<file path="src/rtl/alu_issue_pkg.sv">
// Shared opcodes, flag positions and FSM encoding for the ALU issue controller.
// Consumers import with: import alu_issue_pkg::*;
package alu_issue_pkg;

    localparam logic [2:0] OP_SLA = 3'd0;
    localparam logic [2:0] OP_SRA = 3'd1;
    localparam logic [2:0] OP_ADD = 3'd2;
    localparam logic [2:0] OP_SUB = 3'd3;
    localparam logic [2:0] OP_MUL = 3'd4;
    localparam logic [2:0] OP_AND = 3'd5;
    localparam logic [2:0] OP_OR  = 3'd6;
    localparam logic [2:0] OP_NOT = 3'd7;

    // Bit of the ALU flag vector that carries signed overflow.
    localparam int FLAG_OVF = 0;

    typedef enum logic [1:0] {
        IDLE = 2'd0,
        READ = 2'd1,
        EXEC = 2'd2,
        WB   = 2'd3
    } state_t;

endpackage

</file>
<file path="src/rtl/alu_issue_ctrl_regfile.sv">
// Register file for the issue controller: async clear, one write port and
// three asynchronous read ports (two operand reads, one host read).
module alu_regfile
#(
    parameter int DATA_W = 32,
    parameter int AW     = 3
)
(
    input  logic              clk,
    input  logic              rst_n,
    input  logic              we,
    input  logic [AW-1:0]     waddr,
    input  logic [DATA_W-1:0] wdata,
    input  logic [AW-1:0]     ra1,
    output logic [DATA_W-1:0] rd1,
    input  logic [AW-1:0]     ra2,
    output logic [DATA_W-1:0] rd2,
    input  logic [AW-1:0]     ra3,
    output logic [DATA_W-1:0] rd3
);

    logic [DATA_W-1:0] mem_q [2**AW];

    // Storage array: cleared on reset, single write per cycle.
    always_ff @(posedge clk or negedge rst_n) begin
        if (!rst_n) begin
            for (int i = 0; i < 2**AW; i++) begin
                mem_q[i] <= {DATA_W{1'b0}};
            end
        end else if (we) begin
            mem_q[waddr] <= wdata;
        end
    end

    assign rd1 = mem_q[ra1];
    assign rd2 = mem_q[ra2];
    assign rd3 = mem_q[ra3];

endmodule

</file>
<file path="src/rtl/alu_issue_ctrl.sv">
// Issue/write-back sequencer wrapped around a combinational ALU.
// Optional feature: define ALU_ISSUE_STICKY_OVF_EN to enable the sticky overflow flag.
module alu_issue_ctrl
    import alu_issue_pkg::*;
#(
    parameter int DATA_W = 32,
    parameter int AW     = 3,
    parameter int FLAG_W = 3
)
(
    input  logic              clk,
    input  logic              rst_n,
    input  logic              in_valid,
    output logic              in_ready,
    input  logic              in_load,
    input  logic [2:0]        in_op,
    input  logic [AW-1:0]     in_rd,
    input  logic [AW-1:0]     in_rs1,
    input  logic [AW-1:0]     in_rs2,
    input  logic [DATA_W-1:0] in_imm,
    output logic [DATA_W-1:0] alu_a,
    output logic [DATA_W-1:0] alu_b,
    output logic [2:0]        alu_op,
    input  logic [DATA_W-1:0] alu_c,
    input  logic [FLAG_W-1:0] alu_d,
    output logic              done,
    output logic [DATA_W-1:0] out_result,
    output logic [FLAG_W-1:0] out_flags,
    input  logic [AW-1:0]     rd_addr,
    output logic [DATA_W-1:0] rd_data,
    input  logic              clr_sticky,
    output logic              sticky_ovf
);

    state_t              state_q, state_d;
    logic                load_q, load_d;
    logic [2:0]          op_q, op_d;
    logic [AW-1:0]       rd_q, rd_d;
    logic [AW-1:0]       rs1_q, rs1_d;
    logic [AW-1:0]       rs2_q, rs2_d;
    logic [DATA_W-1:0]   res_q, res_d;
    logic [FLAG_W-1:0]   flg_q, flg_d;
    logic [DATA_W-1:0]   alu_a_q, alu_a_d;
    logic [DATA_W-1:0]   alu_b_q, alu_b_d;
    logic [2:0]          alu_op_q, alu_op_d;
    logic [DATA_W-1:0]   out_result_q, out_result_d;
    logic [FLAG_W-1:0]   out_flags_q, out_flags_d;
    logic                done_q, done_d;
    logic                sticky_q, sticky_d;
    logic                rf_we_s;
    logic [DATA_W-1:0]   rs1_data_s, rs2_data_s;

    alu_regfile #(.DATA_W(DATA_W), .AW(AW)) u_rf (
        .clk   (clk),
        .rst_n (rst_n),
        .we    (rf_we_s),
        .waddr (rd_q),
        .wdata (res_q),
        .ra1   (rs1_q),
        .rd1   (rs1_data_s),
        .ra2   (rs2_q),
        .rd2   (rs2_data_s),
        .ra3   (rd_addr),
        .rd3   (rd_data)
    );

    // Next-state, datapath capture and write-back control.
    always_comb begin
        state_d      = state_q;
        load_d       = load_q;
        op_d         = op_q;
        rd_d         = rd_q;
        rs1_d        = rs1_q;
        rs2_d        = rs2_q;
        res_d        = res_q;
        flg_d        = flg_q;
        alu_a_d      = alu_a_q;
        alu_b_d      = alu_b_q;
        alu_op_d     = alu_op_q;
        out_result_d = out_result_q;
        out_flags_d  = out_flags_q;
        rf_we_s      = 1'b0;
        case (state_q)
            IDLE: begin
                if (in_valid) begin
                    load_d  = in_load;
                    op_d    = in_op;
                    rd_d    = in_rd;
                    rs1_d   = in_rs1;
                    rs2_d   = in_rs2;
                    // Loads park the immediate in res so WB has a single source.
                    res_d   = in_imm;
                    state_d = in_load ? WB : READ;
                end else begin
                    state_d = IDLE;
                end
            end
            READ: begin
                alu_a_d  = rs1_data_s;
                alu_b_d  = rs2_data_s;
                alu_op_d = op_q;
                state_d  = EXEC;
            end
            EXEC: begin
                res_d   = alu_c;
                flg_d   = alu_d;
                state_d = WB;
            end
            WB: begin
                rf_we_s      = 1'b1;
                out_result_d = res_q;
                if (!load_q) begin
                    out_flags_d = flg_q;
                end else begin
                    out_flags_d = out_flags_q;
                end
                state_d = IDLE;
            end
            default: begin
                state_d = IDLE;
            end
        endcase
        done_d = (state_d == WB);
    end

`ifdef ALU_ISSUE_STICKY_OVF_EN
    // Sticky overflow: a set event in WB takes priority over a clear request.
    always_comb begin
        if ((state_q == WB) && !load_q && flg_q[FLAG_OVF]) begin
            sticky_d = 1'b1;
        end else if (clr_sticky) begin
            sticky_d = 1'b0;
        end else begin
            sticky_d = sticky_q;
        end
    end
`else
    logic unused_clr_sticky_s;
    assign unused_clr_sticky_s = clr_sticky;

    // Feature disabled: flag held at zero.
    always_comb begin
        sticky_d = 1'b0;
    end
`endif

    // State and datapath registers.
    always_ff @(posedge clk or negedge rst_n) begin
        if (!rst_n) begin
            state_q      <= IDLE;
            load_q       <= 1'b0;
            op_q         <= 3'd0;
            rd_q         <= {AW{1'b0}};
            rs1_q        <= {AW{1'b0}};
            rs2_q        <= {AW{1'b0}};
            res_q        <= {DATA_W{1'b0}};
            flg_q        <= {FLAG_W{1'b0}};
            alu_a_q      <= {DATA_W{1'b0}};
            alu_b_q      <= {DATA_W{1'b0}};
            alu_op_q     <= 3'd0;
            out_result_q <= {DATA_W{1'b0}};
            out_flags_q  <= {FLAG_W{1'b0}};
            done_q       <= 1'b0;
            sticky_q     <= 1'b0;
        end else begin
            state_q      <= state_d;
            load_q       <= load_d;
            op_q         <= op_d;
            rd_q         <= rd_d;
            rs1_q        <= rs1_d;
            rs2_q        <= rs2_d;
            res_q        <= res_d;
            flg_q        <= flg_d;
            alu_a_q      <= alu_a_d;
            alu_b_q      <= alu_b_d;
            alu_op_q     <= alu_op_d;
            out_result_q <= out_result_d;
            out_flags_q  <= out_flags_d;
            done_q       <= done_d;
            sticky_q     <= sticky_d;
        end
    end

    assign in_ready   = (state_q == IDLE);
    assign alu_a      = alu_a_q;
    assign alu_b      = alu_b_q;
    assign alu_op     = alu_op_q;
    assign done       = done_q;
    assign out_result = out_result_q;
    assign out_flags  = out_flags_q;
    assign sticky_ovf = sticky_q;

endmodule
</file>
<file path="config.mk">
export PLATFORM = sky130hd
export DESIGN_NAME = alu_issue_ctrl
export DESIGN_NICKNAME = d
export VERILOG_FILES = /design/src/rtl/alu_issue_pkg.sv /design/src/rtl/alu_issue_ctrl_regfile.sv /design/src/rtl/alu_issue_ctrl.sv
export SDC_FILE = /design/constraint.sdc
export NUM_CORES = 1
export LEC_CHECK = 0
export ABC_AREA = 1
export CELL_PAD_IN_SITES_DETAIL_PLACEMENT = 1
export CELL_PAD_IN_SITES_GLOBAL_PLACEMENT = 2
export CORE_MARGIN = 2
export CORE_UTILIZATION = 35
export CTS_CLUSTER_SIZE = 16
export DETAILED_ROUTE_END_ITERATION = 7
export PLACE_DENSITY_LB_ADDON = 0.12
export SKIP_CTS_REPAIR_TIMING = 1
export SYNTH_ARGS = -nofsm -noshare
export SYNTH_HDL_FRONTEND = slang
export SYNTH_SLANG_ARGS = --single-unit
</file>
<file path="constraint.sdc">
create_clock -name clk -period 4.25 [get_ports clk]
set_input_delay 1.275 -clock clk [delete_from_list [all_inputs] [get_ports clk]]
set_output_delay 1.275 -clock clk [all_outputs]
set_load 0.01 [all_outputs]
</file>
==> run_results.csv <==
group,metric,value,unit
setup_path,cp-start-kind,"primary input",
min_path,hp-start,"alu_b[11]",
setup_path,path_class,"primary input to output port",
pwr,swShare,45.5,%
pwr,clockPowerShare,21.0,%
route,highest_layer,"met4",
finish,regArea,0.0102,sq mm
clock_network,clkLatencyLatePin,0.61,ns
setup_path,arrival,2.91,ns
timing,max_freq,239,MHz
global_routing,antenna_found_initial,0,
place,pre_cts_slack,0.0558,ns
finish,final_area,0.0273,sq mm
global_routing,track_usage,27.7,%
synth,synth.most_common_cell,"nand2_1",
synth,yosys_warnings,0,
timing,rsz0062_at_grt,"false",
pwr,p_per_area,819,mW/mm^2
clock_network,cts_buffer_depth,3,
timing,hold_viol,0,
min_path,hold_class,"register to register",
pwr,p_sw,10.2,mW
clock_network,cts_sinks,409,
synth,synth.cell_area,0.0225,sq mm
floorplanning,pin_count,224,
synth,synthFlopType,"dfrtp_1",
finish,drive_gt1_share,5.30,%
synth,ys_seq_area_share,45.5,%
timing,setup_ws,0.0658,ns
route,wl,92000,um
floorplanning,coreArea,0.0633,sq mm
route,wl_per_cell,21.8,um
run,max-cap-violations,0,
floorplanning,die_h,258,um
place,dpl_cell_area,0.0255,sq mm
synth,synth_area_leader_cell,"dfrtp_1",
route,first_pass_iters,5,
timing,fin_skew,0.0239,ns
route,ant_nets,0,
place,dp_hpwl,55100,um
clock_network,cts.htree.levels,2,
clock_network,cts_tree,"yes",
route,wl_met1,42600,um
pwr,pwr-share-seq,30.8,%
global_routing,grt_pass1_vias,23800,
min_path,min_path_cells,2,
floorplanning,rows,92,
synth,async_flop_share,100,%
status,status,"complete, no violations",
route,route.detailed.vias_per_inst,5.34,
finish,diodes,0,
synth,synth_seq_cells,409,
route,drtIter0Drc,1488,
setup_path,r2r_slack,1.50,ns
setup_path,reg2reg_from,"rs2_q[0]",
clock_network,cts_buffers,50,
pwr,ir_worst_vdd,595,uV
finish,fillerInstances,7903,
route,dr_wl_met3,4180,um
timing,tightest_slew,1.24,ns
global_routing,grt_max_degree,129,
route,post-route-drc-count,0,
place,port_buffers,221,
finish,fin_util,43.2,%
setup_path,crit_path_max_fanout,36,
min_path,holdPathEnd,"alu_b[11]",
synth,yosys-top-cells-area,"dfrtp_1, nand2_1, nand3_1",
setup_path,timing.rr.end,"alu_b[30]",
finish,nets,3431,
synth,synthCells,3238,
pwr,p_comb_share,48.1,%
timing,max-slew-margin-rel,17.3,%
setup_path,ff2ff_path_depth,6,
floorplanning,start_util,35.5,%
timing,fin_crit_sh,98.5,%
finish,final_cells,4226,
clock_network,root_buffer,"clkbuf_16",
floorplanning,die-area,0.0663,sq mm
synth,synth_common_cells,"nand2_1, nand3_1, o21ai_0",
synth,netlist.area_leader.share,45.5,%
pwr,p_int,12.2,mW
timing,report.final.setup_viol,0,
global_routing,grt-ovfl-total,0,
timing,final_max_slew_viol_count,0,
timing,fin_setup_tns,0,ns
setup_path,setup.worst_path.end_class,"output port",
route,route.met2.wl,43200,um
floorplanning,dieWidth,258,um
global_routing,grt_pass1_wl,143000,um
pwr,power.leakage,13.4,nW
finish,multi_input_area,0.0100,sq mm
setup_path,cp.required,2.97,ns
place,gp_congestion,0.797,
synth,synth_edf_count,0,
route,vias,22500,
finish,area_growth,21.4,%
synth,avgSynthCellArea,6.95,sq um
timing,fin_crit,4.18,ns
synth,synthDistinctLibCells,22,
place,post-place-cells,4134,
clock_network,path_clk_slew,0.05,ns
synth,syn-num-nets,3329,
[power groups by stage]
stage | Clock (mW) | Sequential (mW) | Combinational (mW)
after CTS | 4.81 | 6.88 | 10.8
after floorplan | 0 | 6.62 | 6.56
final | 4.71 | 6.90 | 10.8
after global routing | 4.95 | 7.12 | 12.1
after global placement | 0 | 6.85 | 10.4
after detailed placement | 0 | 6.92 | 10.8
[flip-flops by register name (all words and copies together) (netlist names), 3 cells and up]
register / flops
out_result: 32
out_flags: 3
alu_a: 32
rs2_q: 3
rs1_q: 3
op_q: 3
rd_q: 3
alu_b: 32
u_rf.mem_q: 256
res_q: 32
flg_q: 3
alu_op: 3
[worst max-delay path: stages]
cell and delay [ns]:
buf_4 0.18, inv_4 0.10, buf_12 0.19, a21oi_1 0.14
o21ai_0 0.13, nand2_1 0.08, nand2_1 0.05, nand2_1 0.16
clkdlybuf4s50_1 0.59
[cell type report]
cell class              instances  area share, %
flip-flops and latches        409           37.5
multi-input cells            2252           36.6
repair buffers                284           10.6
clock buffers                  74           5.55
inverters                     343           4.74
well taps                     846           3.87
clock inverters                18           1.08
[layout by cell type, fill, tap and decap left out]
| master | instances |
|---|---|
| nand2_1 | 1162 |
| nand3_1 | 448 |
| o21ai_0 | 447 |
| dfrtp_1 | 403 |
| inv_1 | 332 |
| clkdlybuf4s50_1 | 216 |
| a21oi_1 | 128 |
| clkbuf_16 | 53 |
| buf_4 | 45 |
| o211ai_1 | 32 |
| buf_12 | 18 |
| o21ai_1 | 16 |
| clkbuf_8 | 11 |
| clkbuf_1 | 10 |
| inv_2 | 8 |
| bufinv_16 | 8 |
| clkinv_2 | 8 |
| nand2_2 | 7 |
| dfrtp_2 | 4 |
| inv_4 | 3 |
| nor2_1 | 3 |
| ha_1 | 2 |
| ha_4 | 2 |
| clkinvlp_4 | 2 |
| buf_2 | 2 |
| dfrtp_4 | 2 |
| nor2_8 | 1 |
| nand2_4 | 1 |
| nor3_4 | 1 |
| nand3_4 | 1 |
| conb_1 | 1 |
| buf_8 | 1 |
| dlymetal6s2s_1 | 1 |
| buf_6 | 1 |
[kinds of logic (layout without fill, tap and decap cells)]
| family | Yosys count | count (layout) | synth area share, % |
|---|---|---|---|
| buf+inv | 577 | 719 | 10.2 |
| compound gates | 623 | 623 | 14.2 |
| fa+ha+maj | 4 | 4 | 0.222 |
| simple gates | 1624 | 1624 | 29.9 |
| other cells | 1 | 1 | 0.0167 |
| flops | 409 | 409 | 45.5 |
[metrics by stage]
stage          power (mW)  hold slack, ns
3_3_place_gp         17.2           0.461
4_1_cts              22.5           0.481
2_1_floorplan        13.2           0.446
6_report             22.4           0.474
3_5_place_dp         17.7           0.465
5_1_grt              24.1           0.503
[routing by layer]
layer	track usage, %	vias up
met4	7.13	0
met1	38.2	11300
met2	46.4	574
li1	-	10500
met5	0	-
met3	3.18	142
[how the worst max path moves through the flow]
stage                          start     endpoint  cells past startpoint
after floorplan           rd_addr[0]  rd_data[11]                      7
final                     rd_addr[0]   rd_data[6]                      9
after global routing      rd_addr[1]  rd_data[12]                      8
after detailed placement  rd_addr[0]   rd_data[6]                      9
after CTS                 rd_addr[1]  rd_data[22]                      9
after global placement    rd_addr[0]   rd_data[6]                      9
No activity file was read; power rests on OpenSTA's default activity.
